`config.mk`:
```
export PLATFORM = sky130hd
export DESIGN_NAME = simon32_64_iterative_round_core
export DESIGN_NICKNAME = d
export VERILOG_FILES = /design/src/rtl/simon32_64_iterative_round_core.sv
export SDC_FILE = /design/constraint.sdc
export NUM_CORES = 1
export LEC_CHECK = 0
export CAP_MARGIN = 40
export CORE_ASPECT_RATIO = 0.9
export CORE_MARGIN = 5
export CORE_UTILIZATION = 25
export DETAILED_ROUTE_END_ITERATION = 7
export SLEW_MARGIN = 20
export SYNTH_ARGS = -nofsm -noshare
export SYNTH_HDL_FRONTEND = slang
export SYNTH_SLANG_ARGS = --single-unit
```
`constraint.sdc`:
```
create_clock -name clk -period 4.1 [get_ports clk]
set_clock_uncertainty 0.1 [all_clocks]
set_input_delay 0.615 -clock clk [delete_from_list [all_inputs] [get_ports clk]]
set_output_delay 0.615 -clock clk [all_outputs]
set_load 0.05 [all_outputs]
```
`src/rtl/simon32_64_iterative_round_core.sv`:
```
// Iterative SIMON32/64 datapath: one round per clock with an on-the-fly key schedule.
// Round 0 is applied on the load edge, so the block completes ROUNDS edges after load.
module simon32_64_iterative_round_core #(
  parameter int unsigned     ROUNDS = 32,
  parameter logic [61:0]     Z_SEQ  = 62'b11111010001001010110000111001101111101000100101011000011100110
) (
  input  logic        clk,
  input  logic        rst,
  input  logic        load,
  input  logic [31:0] plaintext,
  input  logic [63:0] key,
  output logic [31:0] ciphertext,
  output logic        busy,
  output logic        ct_valid,
  output logic [5:0]  round_idx
);

  typedef enum logic [1:0] {
    S_IDLE,
    S_RUN,
    S_DONE
  } state_t;

  localparam logic [5:0] LAST_IDX = 6'(ROUNDS - 1);

  state_t      state, state_n;
  logic [15:0] x, y, k0, k1, k2, k3;
  logic [5:0]  idx;

  logic        step;
  logic [15:0] a_in, b_in, rk;
  logic [15:0] w0, w1, w3;
  logic [5:0]  zi;
  logic [15:0] f_a, x_n, t1, t2, w4;

  always_ff @(posedge clk or posedge rst) begin
    if (rst) state <= S_IDLE;
    else     state <= state_n;
  end

  // load always wins, which covers both abort-while-busy and reload-after-done
  always_comb begin
    state_n = state;
    if (load)
      state_n = S_RUN;
    else if (state == S_RUN && idx == LAST_IDX)
      state_n = S_DONE;
  end

  assign step = load || (state == S_RUN);

  // Load and iterate share one round/expansion unit; only the operand sources differ
  always_comb begin
    a_in = load ? plaintext[31:16] : x;
    b_in = load ? plaintext[15:0]  : y;
    rk   = load ? key[15:0]        : k0;
    w0   = load ? key[15:0]        : k0;
    w1   = load ? key[31:16]       : k1;
    w3   = load ? key[63:48]       : k3;
    zi   = load ? 6'd0             : idx;

    f_a  = ({a_in[14:0], a_in[15]} & {a_in[7:0], a_in[15:8]}) ^ {a_in[13:0], a_in[15:14]};
    x_n  = b_in ^ f_a ^ rk;

    t1   = {w3[2:0], w3[15:3]} ^ w1;
    t2   = t1 ^ {t1[0], t1[15:1]};
    w4   = ~w0 ^ t2 ^ 16'h0003 ^ {15'b0, Z_SEQ[6'd61 - zi]};
  end

  always_ff @(posedge clk or posedge rst) begin
    if (rst) begin
      x   <= '0;
      y   <= '0;
      k0  <= '0;
      k1  <= '0;
      k2  <= '0;
      k3  <= '0;
      idx <= '0;
    end else if (step) begin
      x   <= x_n;
      y   <= a_in;
      k0  <= w1;
      k1  <= load ? key[47:32] : k2;
      k2  <= w3;
      k3  <= w4;
      idx <= load ? 6'd1 : idx + 6'd1;
    end
  end

  assign ciphertext = {x, y};
  assign round_idx  = idx;
  assign busy       = (state == S_RUN);
  assign ct_valid   = (state == S_DONE);

endmodule

```
==> results.md <==
* Total CTS buffers at 9
* Post-CTS Hold Fix Bufs at 0
* Setup_tns at 0 ns
* Total wire length at 19600 µm
* Final Wtd Congestion at 0.777
* Slowest CP cell: clkdlybuf4s50_1
* CTS sink cnt at 104
* Root buffer cell: clkbuf_16
* Row count at 56
* Cell Chain, Critical Path: clkdlybuf4s50_1
* TritonRoute pass-1 iters at 4
* Largest family of logic cells by synthesized area: multiplexers
* Critical path class: reg -> out
* First-pass GRT wire length at 30400 µm
* Routed via count at 5039
* Req. time, crit path at 3.38 ns
* Antenna violations before repair at 1
* Port Buffers at 138
* Iter 0 DRT Violations at 354
* Full die area at 29400 µm²
* DR WL/cell at 17.1 µm
* Routed Antenna Nets at 0
* Fin nets at 894
* Core area at 25900 µm²
* Synthesized area at 6520 µm²
* Dominant cells by area after synthesis: dfrtp_1, mux2i_1, xnor2_1
* Gr ovfl total at 0
* Fin. Hold Viols at 0
* Synth Area in Adders at 0.00575
* Proportion of layout cells with a drive suffix above 1 at 0.0715
* Number of buffers added for setup after CTS at 0
* Remaining DRCs at 0
* Top cell type's share of synthesized area at 0.399
* Peak supply drop at 0.000194 V
* Vias in the first global route at 5013
* Max transition margin at 0.505
* Worst min path class: in -> async
* Post_cts resized at 0
* P per Cell Area at 570 nW/µm²
* Synth Area in Simple Gates at 0.0980
* Largest net degree at the start of global routing at 101
* FMAX at 0.367 GHz
* Area delta synth->final at 30.1%
* Most frequent cells in the layout: clkdlybuf4s50_1, dfrtp_1, mux2i_1
* Placed cells at 1128
* EDFF count, synth at 0
* Worst Tran Pin Value at 0.743 ns
* Outcome: finished, final reports clean
* Longest Clk Path Bufs at 2
* Crit path arrival time at 2.01 ns
* TritonCTS clock tree: done
* Final worst-path cycle share at 0.664
* Fillcell total at 2687
* Mux cell area share after synthesis at 0.168
* Worst skew pair latency at 0.36 ns
* Synth Net Count at 778
* Via/cell ratio at 4.40
* Post-synth top area cell: dfrtp_1
* Sequential share of the synthesized area at 0.399
* Ant diodes at 0
* Synthesis Warnings at 0
* Max Cap Viol at 0
* Register bit total from synthesis at 104
* Crit. End Element: primary output
* Top Ports at 139
* Critical path's top delay family: buffers and inverters
* CP Buf/Inv Count at 1
* Final setup fails at 0
* Depth of the CTS H-tree at 3
* Initial Utilization at 0.252
* Clock slew at reported path FFs at 0.07 ns
* Syn avg cell area at 9.65 µm²
* Overall global routing resource usage at 0.133
* Post-layout min period at 2.72 ns
* Max Fanout on Critical Path at 17
* Die Ht at 163 µm
* Final Instance Count excl. Fillers at 1145
* Post-Synth XOR/XNOR Area at 0.164
* RSZ-0062 raised after global routing: false
* Syn Inst Count at 676
* Compound-Gate Fraction of Synth Area at 0.123
* Commonest non-fill, non-tap cell in the layout: clkdlybuf4s50_1
* Placed wire-length estimate at 15100 µm
* Ys flop type: dfrtp_1
* Synth unique cells at 45
* Startpoint types: flip-flop
* Static leakage at 0.00364 µW
* Die W at 180 µm
* Crit-path max cell delay at 0.93 ns
* Post-synth ARST share at 1.00
* Slew Limit Fails at 0
==> sequential cells by signal (all words and copies together) (netlist names) <==
name,flops
k0,16
k1,16
k2,16
k3,16
round_idx,6
state,2
x,16
y,16
==> power by group <==
group          switching (µW)  leakage [µW]  total, µW  internal (µW)
registers                 377       0.00124       1710           1330
clock network             415      0.000132        828            412
logic                    1280       0.00226       2300           1020
==> worst paths after layout <==
kind	from	end	slack [ns]	cells past startpoint
setup / recovery	round_idx[2]$_DFFE_PP0P_	round_idx[2]	1.38	1
hold / removal	rst	round_idx[0]$_DFFE_PP0P_	0.40	2
setup reg to reg	round_idx[1]$_DFFE_PP0P_	k3[0]$_DFFE_PP0P_	1.58	8
hold reg to reg	state[0]$_DFFE_PP0P_	state[0]$_DFFE_PP0P_	0.42	1
max in group asynchronous	rst	y[4]$_DFFE_PP0P_	2.73	4
min in group clk	state[0]$_DFFE_PP0P_	state[0]$_DFFE_PP0P_	0.42	1
==> worst reg2reg max path, cell delays in order, from the launching register on <==
cell and delay [ns]:
dfrtp_1 0.66, nand2b_1 0.16, ha_1 0.25, nor2_1 0.10
nor3_1 0.06, a2111oi_2 0.36, o221ai_1 0.19, a2111o_1 0.40
o221a_2 0.13
==> cell usage after synthesis (3+ instances only) <==
master / number
inv_1: 7
buf_1: 7
o21ai_0: 53
a21oi_2: 9
xor2_1: 44
xnor2_1: 76
dfrtp_1: 104
mux2i_4: 10
buf_2: 14
nor2_1: 63
o21ai_1: 21
ha_1: 3
mux2i_1: 83
nand2_1: 82
buf_4: 3
buf_6: 5
clkbuf_1: 11
mux2i_2: 3
nand2b_1: 6
a21oi_1: 44
==> cells by family (layout without fill, tap and decap cells) <==
kind of cell,count (synthesis),after routing
adder cells (fa/ha/maj),3,3
multiplexers,96,96
XOR/XNOR,121,121
AND/OR/NAND/NOR,160,160
flip-flops,104,104
AO/OA/AOI/OAI,142,142
buffers and inverters,50,171
==> per-layer routing <==
| metal | share of wire | wire length (µm) | track usage | vias up |
|---|---|---|---|---|
| li1 | - | - | - | 2518 |
| met2 | 0.43 | 8330 | 0.191 | 148 |
| met4 | 0.0059 | 115 | 0.0196 | 2 |
| met1 | 0.49 | 9660 | 0.202 | 2362 |
| met3 | 0.074 | 1440 | 0.0390 | 9 |
| met5 | 0.00066 | 13 | 0 | - |
==> stage by stage <==
stage          hold WS, ns  instance area [µm²]  utilization  total power, µW  worst slack [ns]
2_1_floorplan        0.373                 6520            -             3270             0.653
3_3_place_gp         0.390                 8190        0.316             4010              1.22
3_5_place_dp         0.411                 8190        0.316             4040              1.19
4_1_cts              0.427                 8460        0.326             4870              1.38
5_1_grt              0.428                 8490        0.327             5130              1.29
6_report             0.397                 8490        0.327             4830              1.38
==> area by class of cell <==
class,instances,area (µm²),area share
clock buffer,9,225,0.0265
timing repair buffer,147,1500,0.176
sequential,104,2600,0.307
multi-input combinational,522,3650,0.430
inverter,8,32.5,0.00383
tap,348,435,0.0513
clock inverter,7,47.5,0.00560
Note: power is estimated with default switching activity, not from simulation.
